`config.mk`:
```
export PLATFORM = sky130hd
export DESIGN_NAME = matrix_scan
export DESIGN_NICKNAME = d
export VERILOG_FILES = /design/src/rtl/matrix_scan_pkg.sv /design/src/rtl/matrix_scan_tof_encode.sv /design/src/rtl/matrix_scan.sv
export SDC_FILE = /design/constraint.sdc
export NUM_CORES = 1
export LEC_CHECK = 0
export ABC_AREA = 0
export BUFFER_PORTS_ARGS = -buffer_cell sky130_fd_sc_hd__clkbuf_2
export CAP_MARGIN = 25
export CORE_MARGIN = 2
export CORE_UTILIZATION = 55
export DETAILED_ROUTE_END_ITERATION = 16
export GPL_ROUTABILITY_DRIVEN = 1
export GPL_TIMING_DRIVEN = 0
export PLACE_DENSITY = 0.75
export RECOVER_POWER = 50
export SYNTH_ARGS = -nofsm -noshare
export SYNTH_HDL_FRONTEND = slang
export SYNTH_SLANG_ARGS = --single-unit
export TNS_END_PERCENT = 1
```
`constraint.sdc`:
```
create_clock -name clk -period 7.7 [get_ports clk]
set_input_delay 1.54 -clock clk [delete_from_list [all_inputs] [get_ports clk]]
set_output_delay 1.54 -clock clk [all_outputs]
set_load 0.005 [all_outputs]
```
`src/rtl/matrix_scan_pkg.sv`:
```
// matrix_scan_pkg: shared constants for the matrix scan sequencer.
//   ROW_* : row codes driven on ch1..ch3 (0 = no row selected)
//   DIGIT_MAX : largest decimal digit accepted on a load
//   TOF_TABLE : two-out-of-five column code per digit, {w7,w4,w2,w1,w0}
package matrix_scan_pkg;

   localparam logic [2:0] ROW_NONE  = 3'd0;
   localparam logic [2:0] ROW_FIRST = 3'd1;
   localparam logic [2:0] ROW_LAST  = 3'd7;

   localparam logic [3:0] DIGIT_MAX = 4'd9;

   // Entry n is the code for digit n; 0 uses weights 7+4.
   localparam logic [9:0][4:0] TOF_TABLE = {
      5'b10100,  // 9
      5'b10010,  // 8
      5'b10001,  // 7
      5'b01100,  // 6
      5'b01010,  // 5
      5'b01001,  // 4
      5'b00110,  // 3
      5'b00101,  // 2
      5'b00011,  // 1
      5'b11000   // 0
   };

endpackage

```
`src/rtl/matrix_scan_tof_encode.sv`:
```
// tof_encode: combinational decimal digit -> two-out-of-five code.
//   digit : input digit (0..15 presented, 0..9 meaningful)
//   code  : column pattern {w7,w4,w2,w1,w0}, all zero for invalid digits
//   valid : digit is in 0..9
module tof_encode
   import matrix_scan_pkg::*;
(
   input  logic [3:0] digit,
   output logic [4:0] code,
   output logic       valid
);

   always_comb begin
      valid = (digit <= DIGIT_MAX);
      code  = valid ? TOF_TABLE[digit] : 5'b00000;
   end

endmodule

```
`src/rtl/matrix_scan.sv`:
```
// matrix_scan: row scan sequencer for a 7-row two-out-of-five matrix display.
//   clk, rst_n      : clock, asynchronous active-low reset
//   en              : scan enable (low = idle, all outputs dark)
//   load, digit_in  : one-cycle strobe capturing a digit into the shadow register
//   ch1..ch3        : row code 1..7 (000 = no row)
//   v               : display gate, low in the first dwell cycle of each row
//   col             : 2-of-5 code of the displayed digit
//   frame_done      : pulse in the last cycle of row 7
//   err             : sticky flag, last load carried a digit above 9
//   duty            : brightness, only when MATRIX_SCAN_DIM_EN is defined
// The displayed digit is swapped only at the frame boundary so a frame never
// shows two different digits.
module matrix_scan
   import matrix_scan_pkg::*;
#(
   parameter int DWELL   = 1000,
   parameter int DWELL_W = 16
) (
   input  logic       clk,
   input  logic       rst_n,
   input  logic       en,
   input  logic       load,
   input  logic [3:0] digit_in,
`ifdef MATRIX_SCAN_DIM_EN
   input  logic [3:0] duty,
`endif
   output logic       ch1,
   output logic       ch2,
   output logic       ch3,
   output logic       v,
   output logic [4:0] col,
   output logic       frame_done,
   output logic       err
);

   localparam logic [DWELL_W-1:0] DWELL_LAST = DWELL_W'(DWELL - 1);

   logic [2:0]         row_q, row_d;
   logic [DWELL_W-1:0] dwell_q, dwell_d;
   logic [3:0]         shadow_q, shadow_d, active_q, active_d;
   logic [4:0]         col_q, col_d;
   logic               v_q, v_d, frame_done_q, frame_done_d, err_q, err_d;
   logic               last_dwell, boundary, in_valid, act_valid;
   logic [4:0]         in_code, act_code;

   tof_encode u_enc_in  (.digit(digit_in), .code(in_code),  .valid(in_valid));
   tof_encode u_enc_act (.digit(active_d), .code(act_code), .valid(act_valid));

`ifdef MATRIX_SCAN_DIM_EN
   localparam int LW = DWELL_W + 5;
   localparam int STEP = (DWELL - 1) / 16;
   logic [LW-1:0] on_limit;
   assign on_limit = LW'(1) + LW'(duty) * LW'(STEP);
`endif

   always_comb begin
      last_dwell = (dwell_q == DWELL_LAST);
      boundary   = (row_q == ROW_LAST) && last_dwell;

      // A valid load landing on the boundary goes straight to the display.
      active_d = active_q;
      if (boundary)
         active_d = (load && in_valid) ? digit_in : shadow_q;

      shadow_d = shadow_q;
      err_d    = err_q;
      if (load) begin
         if (in_valid) begin
            shadow_d = digit_in;
            err_d    = 1'b0;
         end else begin
            err_d    = 1'b1;
         end
      end

      row_d   = row_q;
      dwell_d = dwell_q + DWELL_W'(1);
      if (!en) begin
         row_d   = ROW_NONE;
         dwell_d = '0;
      end else if (row_q == ROW_NONE) begin
         row_d   = ROW_FIRST;
         dwell_d = '0;
      end else if (last_dwell) begin
         row_d   = (row_q == ROW_LAST) ? ROW_FIRST : row_q + 3'd1;
         dwell_d = '0;
      end

      // Outputs are computed from next state so they register alongside it.
      col_d = (row_d != ROW_NONE && act_valid) ? act_code : 5'b00000;
      v_d   = (row_d != ROW_NONE) && (dwell_d != '0);
`ifdef MATRIX_SCAN_DIM_EN
      v_d   = v_d && ({5'b00000, dwell_d} < on_limit);
`endif
      frame_done_d = (row_d == ROW_LAST) && (dwell_d == DWELL_LAST);
   end

   always_ff @(posedge clk or negedge rst_n) begin
      if (!rst_n) begin
         row_q        <= ROW_NONE;
         dwell_q      <= '0;
         shadow_q     <= 4'd0;
         active_q     <= 4'd0;
         col_q        <= 5'b00000;
         v_q          <= 1'b0;
         frame_done_q <= 1'b0;
         err_q        <= 1'b0;
      end else begin
         row_q        <= row_d;
         dwell_q      <= dwell_d;
         shadow_q     <= shadow_d;
         active_q     <= active_d;
         col_q        <= col_d;
         v_q          <= v_d;
         frame_done_q <= frame_done_d;
         err_q        <= err_d;
      end
   end

   assign {ch1, ch2, ch3} = row_q;
   assign v          = v_q;
   assign col        = col_q;
   assign frame_done = frame_done_q;
   assign err        = err_q;

endmodule
```
==> results of run 1 <==
-- how the worst max path moves through the flow --
stage / end / slack (ns) / depth (start not counted)
2_1_floorplan: col[2] / 4.47 / 9
3_3_place_gp: col[2] / 4.22 / 10
3_5_place_dp: col[2] / 4.19 / 10
4_1_cts: col[2] / 4.45 / 10
5_1_grt: col[2] / 4.23 / 12
6_report: col[2] / 4.46 / 10
-- state kept, by name, summed over array words and instances (netlist names) --
name and flops:
dwell_q 16, col 5, active_q 4, shadow_q 4, row_q 3, err 1
frame_done 1, v 1
-- stage by stage --
step | instances | hold WS [ns] | instance area, um^2
floorplan | 213 | 0.4681 | 2032
global placement | 279 | 0.4997 | 2182
detailed placement | 280 | 0.5069 | 2190
CTS | 288 | 0.5168 | 2273
global route | 289 | 0.5533 | 2273
finish | 289 | 0.5194 | 2273
-- cells by family (layout without fill, tap and decap cells) --
group                      after synthesis  in the layout  share of synthesized area, %
adders and majority gates                8              8                         4.926
buffers and inverters                   19             47                         3.756
muxes                                   12             12                         6.465
and+or+nand+nor                         97             97                         25.06
xor gates and xnor gates                20             20                         8.621
AOI/OAI and AO/OA                       22             22                         8.068
DFF                                     35             35                         43.10
-- cells in the mapped netlist, drive strengths merged (4+ instances only) --
cell	number	area, um^2
buf	4	20.02
dfrtp	35	875.8
ha	8	100.1
inv	12	45.04
mux2	6	71.31
mux2i	6	60.06
nand2	14	52.55
nand3	13	65.06
nand4	5	31.28
nor2	30	112.6
nor2b	4	25.02
nor3	4	20.02
nor4	6	37.54
xnor2	12	105.1
xor2	8	70.07
-- cell type report --
cell class | count | area (um^2) | area share [%]
Multi-Input combinational cell | 159 | 1080 | 47.50
Sequential cell | 35 | 875.8 | 38.53
Timing Repair Buffer | 20 | 98.84 | 4.348
Clock buffer | 5 | 68.82 | 3.027
Tap cell | 48 | 60.06 | 2.642
Inverter | 12 | 45.04 | 1.981
Buffer | 7 | 30.03 | 1.321
Clock inverter | 3 | 15.01 | 0.6604
-- metal layers --
layer / track usage [%] / up-vias / part of all wire, %
met3: 6.597 / 4 / 2.9
met5: 0 / - / 0
met4: 8.777 / 0 / 0.97
met2: 34.79 / 22 / 49
met1: 25.65 / 760 / 47
li1: - / 806 / -
-- worst max-delay path, cell delays in order --
cell	delay (ns)
clkbuf_1	0.11
o21ai_0	0.24
nand2_1	0.09
mux2_2	0.34
mux2_2	0.31
inv_1	0.09
ha_1	0.18
nor2_1	0.06
or3_1	0.33
a31oi_1	0.16
-- where the power goes --
| group | internal, mW | switching [mW] | total, mW |
|---|---|---|---|
| combinational | 0.0156 | 0.0226 | 0.0382 |
| clock | 0.0618 | 0.0649 | 0.127 |
| sequential | 0.191 | 0.00346 | 0.195 |
| total | 0.269 | 0.0909 | 0.359 |
==> summary.txt, run 1 <==
Status -> complete, but fails checks
Failing checks -> capacitance limit, slew limit
Avg Vias per Cell -> 5.509
Skew-Pair Late Insertion Delay -> 0.28 ns
Number of max-cap violations -> 1
Number of synthesized flops with an enable pin -> 0
CTS H-tree lvls -> 2
Core region area -> 3606 um^2
DR iter-0 viols -> 91
Residual antenna-violating net count after detailed routing -> 0
Buffers on Ports -> 18
FF-to-FF Start -> dwell_q[0]
Synthesized flop and latch total -> 35
Tot Pwr -> 0.3595 mW
CTS Sinks -> 35
Router iterations before antenna repair -> 4
Clock Pin Slew Worst Setup and Hold Paths -> 0.07 ns
Postcts setup bufs -> 0
Commonest non-fill, non-tap cell in the layout -> dfrtp_1
Layout fillers -> 318
Chip Height -> 64.78 um
Row cnt -> 22
Synth Warn # -> 0
Pwr/cell area -> 158.1 nW/um^2
Syn Area/Cell -> 9.540 um^2
Reg2reg end -> col[2]
CP Max Fanout -> 6
Inserted Clock Buffers -> 5
Pre-CTS setup slack -> 4.188 ns
Drt wl/cell -> 13.62 um
Worst path arrival time -> 3.45 ns
Worst hold endpoint -> dwell_q[0]
Setup TNS -> 0 ns
Hpwl dp -> 2796 um
Worst vdd ir -> 0.0001137 V
Least-Margin Pin Slew -> 1.822 ns
Worst R2R Setup Slack -> 4.50 ns
DR vias -> 1592
First-pass GRT wire length -> 6741 um
Grt total ovfl -> 0
Netlist cell types -> 48
Overall routing resource usage -> 21.15%
Final WL -> 3935 um
Num ports -> 19
Post-synth net total -> 229
RSZ-0062 raised after global routing -> no
Starting Density -> 56.35%
Post-synthesis cell area -> 2032 um^2
Setup-failing EPs final -> 0
Seq/Total Area, Yosys -> 43.10%
CP startpoint kind -> primary input
Final Skew -> 0.006221 ns
Critical Path RT -> 7.91 ns
Initial antenna violation count -> 0
Bufs on Longest Clock Path -> 2
Critical path origin -> digit_in[1]
Min cycle time layout -> 3.241 ns
Hold Buf Count CTS -> 0
DRC Markers -> 0
Ys flop type -> dfrtp_1
Syn Inst Count -> 213
Slack of the critical path -> 4.459 ns
CP Capture Type -> flip-flop
CTS tree -> yes
P_leak -> 1.030 nW
Relative slew slack -> -21.43%
Die width -> 64.78 um
WHS Path Cells -> 1
Number of diodes -> 0
PostCTS Resize Cnt -> 0
Share of cells above drive strength 1 -> 17.01%
Final period util -> 42.09%
Final hold violation count -> 0
Critical path class -> primary input to flip-flop
Final design utilization -> 63.05%
Hold WC Path Type -> flip-flop to flip-flop
Area grow syn2layout -> 11.88%
Achievable clock frequency -> 308.5 MHz
Most frequent cells in the layout -> dfrtp_1, nor2_1, clkbuf_2
Vias in the first global route -> 1512
Clock tree root driver cell -> clkbuf_8
R2R depth -> 12
Net count, final -> 256
GPL Wtd Cong -> 0.8585
Slew Limit Fails -> 36
Hold Path Origin -> dwell_q[0]
Die area -> 4196 um^2
Largest net degree at the start of global routing -> 36
Share of synthesized flip-flops with an asynchronous set or reset -> 100.0%
Note: power is estimated with default switching activity, not from simulation.
==> run 2: changes to the inputs <==
- clock period: 7.7 -> 3 ns (I/O delays scaled with it)
==> summary.txt, run 2 (same netlist as run 1, synthesis figures left out) <==
Area grow syn2layout -> 14.59%
Min cycle time layout -> 2.841 ns
Setup-failing EPs final -> 0 (unchanged)
Most flop-heavy register -> dwell_q
Largest net degree at the start of global routing -> 36 (unchanged)
Inserted Clock Buffers -> 5 (unchanged)
Final hold violation count -> 0 (unchanged)
Net count, final -> 261 (+2.0%)
Final WL -> 4015 um (+2.0%)
Grt total ovfl -> 0 (unchanged)
Number of diodes -> 0 (unchanged)
P_leak -> 1.061 nW (+3.0%)
CP startpoint kind -> flip-flop
Row cnt -> 22 (unchanged)
Number of max-cap violations -> 1 (unchanged)
Most frequent cells in the layout -> dfrtp_1, nor2_1, clkbuf_2
Final non-filler cell total -> 294 (+1.7%)
Failing checks -> capacitance limit, slew limit
Die area -> 4196 um^2 (unchanged)
Initial antenna violation count -> 0 (unchanged)
Final Skew -> 0.006048 ns (-0.0001730 ns)
RSZ-0062 raised after global routing -> no
First-pass GRT wire length -> 6789 um (+0.71%)
Buffers on Ports -> 18 (unchanged)
Residual antenna-violating net count after detailed routing -> 0 (unchanged)
Skew-Pair Late Insertion Delay -> 0.29 ns (about the same)
Drt wl/cell -> 13.66 um (+0.30%)
Router iterations before antenna repair -> 4 (unchanged)
Status -> complete, but fails checks
Placed insts -> 280 (unchanged)
Slew Limit Fails -> 36 (unchanged)
Worst vdd ir -> 0.0002930 V (+160%)
Final period util -> 94.69%
Least-Margin Pin Slew -> 1.835 ns (+0.01381 ns)
CTS H-tree lvls -> 2 (unchanged)
Starting Density -> 56.35% (unchanged)
Avg Vias per Cell -> 5.435 (-1.3%)
WHS Path Cells -> 1 (unchanged)
Core region area -> 3606 um^2 (unchanged)
Relative slew slack -> -22.36% (-0.92 points)
CTS Sinks -> 35 (unchanged)
Clock tree root driver cell -> clkbuf_8
Critical path class -> flip-flop to flip-flop
Critical Path RT -> 3.21 ns (-4.70 ns)
Num ports -> 19 (unchanged)
CP Capture Type -> flip-flop
Clock Pin Slew Worst Setup and Hold Paths -> 0.07 ns (about the same)
DRC Markers -> 0 (unchanged)
CP Max Fanout -> 7 (+1)
Die width -> 64.78 um (unchanged)
Commonest non-fill, non-tap cell in the layout -> dfrtp_1
DR vias -> 1598 (+0.38%)
Chip Height -> 64.78 um (unchanged)
Hpwl dp -> 2796 um (unchanged)
Setup TNS -> 0 ns (unchanged)
GPL Wtd Cong -> 0.8585 (unchanged)
Share of cells above drive strength 1 -> 21.54% (+4.5 points)
Vias in the first global route -> 1515 (+0.20%)
DR iter-0 viols -> 105 (+15%)
Hold WC Path Type -> flip-flop to flip-flop
R2R depth -> 9 (-3)
CTS tree -> yes
Max reg flops -> 16 (unchanged)
Pwr/cell area -> 397.3 nW/um^2 (+150%)
Overall routing resource usage -> 21.30% (+0.15 points)
Worst path arrival time -> 3.05 ns (-0.40 ns)
Bufs on Longest Clock Path -> 2 (unchanged)
Achievable clock frequency -> 352.0 MHz
Layout fillers -> 311 (-2.2%)
run 2: layout make-up:
| type | count | area (um^2) | area share (%) |
|---|---|---|---|
| sequential | 35 | 879.6 | 37.78 |
| timing repair buffer | 25 | 136.4 | 5.857 |
| inverter | 12 | 45.04 | 1.934 |
| clock buffer | 5 | 68.82 | 2.955 |
| multi-input combinational | 159 | 1089 | 46.75 |
| clock inverter | 3 | 15.01 | 0.6448 |
| buffer | 7 | 35.03 | 1.505 |
| tap | 48 | 60.06 | 2.579 |
run 2: worst paths after layout:
| check | from | slack (ns) | to |
|---|---|---|---|
| setup reg to reg | dwell_q[4] | 0.16 | col[2] |
| setup / recovery | dwell_q[4] | 0.16 | col[2] |
| hold reg to reg | dwell_q[0] | 0.52 | dwell_q[0] |
| min in group asynchronous | rst_n | 0.81 | err |
| max in group asynchronous | rst_n | 1.00 | dwell_q[13] |
| hold / removal | dwell_q[0] | 0.52 | dwell_q[0] |
run 2: per-layer routing:
metal / up-vias / global-route usage (%) / part of all wire [%]
met4: 0 / 8.777 / 0.95
li1: 813 / - / -
met2: 37 / 34.79 / 48
met5: - / 0 / 0
met3: 4 / 6.597 / 3.8
met1: 744 / 26.10 / 47
run 2: where the power goes:
| part | internal [mW] | switching [mW] | leakage [nW] |
|---|---|---|---|
| Clock | 0.159 | 0.168 | 0.0477 |
| Combinational | 0.0405 | 0.0585 | 0.548 |
| Sequential | 0.490 | 0.00894 | 0.465 |
| Total | 0.690 | 0.236 | 1.06 |
run 2: worst max-delay path: stages (launching register included):
cell and delay [ns]:
dfrtp_2 0.42, or4_1 0.53, or4_1 0.54, buf_4 0.18, mux2_4 0.34, inv_2 0.07, ha_2 0.18, nor2_1 0.06
or3_1 0.33, a31oi_1 0.12
run 2: through the flow:
step                      worst slack, ns  utilization [%]  hold WS [ns]  total power, mW  instance area (um^2)
final                              0.1594            64.57        0.5194           0.9251                  2328
after global routing              0.02464            64.57        0.5533           0.9778                  2328
after detailed placement         -0.02579            60.72        0.5069           0.6067                  2190
after global placement          -0.004696            60.51        0.4997           0.6046                  2182
after CTS                         0.03664            63.25        0.4410           0.9374                  2281
after floorplan                    0.2615                -        0.3044           0.5677                  2032
run 2: timing repair:
| action | CTS | global route |
|---|---|---|
| endpoints found under the setup margin | 1 | 1 |
| hold buffers | 0 | 0 |
| buffers inserted | 1 | 4 |
| pin swaps | 1 | 1 |
| resized for setup | 0 | 10 |
==> run 3: changes to the inputs <==
- CORE_UTILIZATION: 55 -> 50
- PLACE_DENSITY: 0.75 -> 0.69
==> summary.txt, run 3 (same netlist as run 1, synthesis figures left out) <==
Status -> complete, but fails checks
Pwr/cell area -> 417.2 nW/um^2 (+5.0%)
Setup TNS -> 0 ns (unchanged)
Failing checks -> capacitance limit, slew limit
Final hold violation count -> 0 (unchanged)
Final Skew -> 0.006378 ns (+0.0003298 ns)
Avg Vias per Cell -> 5.476 (+0.75%)
CP Capture Type -> flip-flop
Area of the multi-input gates -> 1086 um^2 (-0.23%)
Most flop-heavy register -> dwell_q
Share of cells above drive strength 1 -> 20.73% (-0.81 points)
Residual antenna-violating net count after detailed routing -> 0 (unchanged)
Achievable clock frequency -> 349.1 MHz (-0.83%)
Overall routing resource usage -> 20.41% (-0.89 points)
Initial antenna violation count -> 0 (unchanged)
Hold Buf Count CTS -> 0 (unchanged)
Skew-Pair Late Insertion Delay -> 0.29 ns (about the same)
Net count, final -> 261 (unchanged)
Number of diodes -> 0 (unchanged)
CTS H-tree lvls -> 2 (unchanged)
Inserted Clock Buffers -> 5 (unchanged)
Max reg flops -> 16 (unchanged)
Critical path class -> flip-flop to flip-flop
DR iter-0 viols -> 103 (-1.9%)
Clock tree root driver cell -> clkbuf_8
Hpwl dp -> 2887 um (+3.3%)
Commonest non-fill, non-tap cell in the layout -> dfrtp_1
Met1 wire length -> 1840 um (-2.3%)
P_leak -> 1.066 nW (+0.42%)
Layout fillers -> 365 (+17%)
Die area -> 4590 um^2 (+9.4%)
Hold WC Path Type -> flip-flop to flip-flop
Clock Pin Slew Worst Setup and Hold Paths -> 0.07 ns (about the same)
RSZ-0062 raised after global routing -> no
CTS tree -> yes
Slack of the critical path -> 0.1358 ns (-0.02366 ns)
Buffers on Ports -> 18 (unchanged)
Die width -> 67.75 um (+4.6%)
Area grow syn2layout -> 15.76%
Worst path arrival time -> 3.07 ns (+0.02 ns)
CP max stage cell -> or4_1
Most frequent cells in the layout -> dfrtp_1, nor2_1, clkbuf_2
Worst vdd ir -> 0.0002099 V (-28%)
Placed insts -> 283 (+1.1%)
CP Max Fanout -> 7 (unchanged)
DR vias -> 1621 (+1.4%)
Number of max-cap violations -> 1 (unchanged)
Core region area -> 3943 um^2 (+9.3%)
CP startpoint kind -> flip-flop
Chip Height -> 67.75 um (+4.6%)
Min cycle time layout -> 2.864 ns (+0.02366 ns)
Metal3 WL -> 164 um (+6.5%)
First-pass GRT wire length -> 6982 um (+2.8%)
GPL Wtd Cong -> 0.8698 (+1.3%)
CTS Sinks -> 35 (unchanged)
Pre-CTS setup slack -> -0.03677 ns (-0.01099 ns)
Final period util -> 95.47% (+0.79 points)
Drt wl/cell -> 13.70 um (+0.31%)
Largest net degree at the start of global routing -> 36 (unchanged)
CP most frequent cell -> or4_1
DRC Markers -> 0 (unchanged)
Starting Density -> 51.54% (-4.8 points)
Tot Pwr -> 0.9813 mW (+6.1%)
Relative slew slack -> -21.05% (+1.3 points)
Row cnt -> 23 (+4.5%)
Critical Path RT -> 3.21 ns (about the same)
Metal2 WL -> 1964 um (+1.3%)
Final WL -> 4055 um (+1.0%)
Vias in the first global route -> 1523 (+0.53%)
Worst path max stage delay -> 0.54 ns (about the same)
Least-Margin Pin Slew -> 1.816 ns (-0.01956 ns)
Setup-failing EPs final -> 0 (unchanged)
Num ports -> 19 (unchanged)
Grt total ovfl -> 0 (unchanged)
Router iterations before antenna repair -> 5 (+1)
Worst hold margin -> 0.5062 ns (-0.01323 ns)
Final non-filler cell total -> 296 (+0.68%)
Slew Limit Fails -> 36 (unchanged)
CP Cell Sequence -> or4_1 > or4_1 > buf_4 > mux2_4 > inv_1 > ha_2 > nor2_1 > or3_1 > a31oi_1
Sequential Area -> 880.8 um^2 (+0.14%)
Bufs on Longest Clock Path -> 2 (unchanged)
Top Metal Used -> met4
-- run 3: path summary, 6_finish.rpt --
path	start	endpoint	slack, ns	cells past startpoint
setup / recovery	dwell_q[13]	col[2]	0.14	9
min in group asynchronous	rst_n	err	0.79	1
hold reg to reg	dwell_q[0]	dwell_q[0]	0.51	1
max in group asynchronous	rst_n	dwell_q[4]	1.02	1
hold / removal	dwell_q[0]	dwell_q[0]	0.51	1
setup reg to reg	dwell_q[13]	col[2]	0.14	9
-- run 3: metal layers --
| metal | up-vias | GRT usage (%) |
|---|---|---|
| li1 | 815 | - |
| met1 | 762 | 25.95 |
| met2 | 35 | 33.33 |
| met3 | 9 | 5.167 |
| met4 | 0 | 7.653 |
| met5 | - | 0 |
-- run 3: per-stage QoR --
stage / utilization [%] / cell area, um^2
floorplan: - / 2032
global placement: 55.41 / 2185
detailed placement: 55.89 / 2203
CTS: 58.62 / 2311
global route: 59.66 / 2352
finish: 59.66 / 2352
-- run 3: power breakdown --
group / switching [mW] / total (mW) / internal (mW)
Combinational: 0.0579 / 0.0988 / 0.0409
Sequential: 0.00890 / 0.499 / 0.490
Clock: 0.174 / 0.383 / 0.210
Total: 0.240 / 0.981 / 0.741
-- run 3: what timing repair did --
item / 4_1_cts / 5_1_grt
setup buffers: 1 / 4
pin swaps: 1 / 1
cloned: 0 / 0
gates resized for setup: 0 / 9
endpoints found under the setup margin: 1 / 1
-- run 3: critical path: cells and delay by family (launching register included) --
| kind | cells | cell delay, ns |
|---|---|---|
| compound gates | 1 | 0.13 |
| fa+ha+maj | 1 | 0.19 |
| buf+inv | 2 | 0.27 |
| flops | 1 | 0.45 |
| mux | 1 | 0.33 |
| simple gates | 4 | 1.41 |
-- run 3: area by class of cell --
class | instances | share of cell area, %
flip-flops and latches | 35 | 37.45
inverters | 12 | 1.915
plain buffers | 7 | 1.489
well taps | 50 | 2.660
repair buffers | 25 | 6.064
multi-input cells | 159 | 46.17
clock buffers | 8 | 4.255
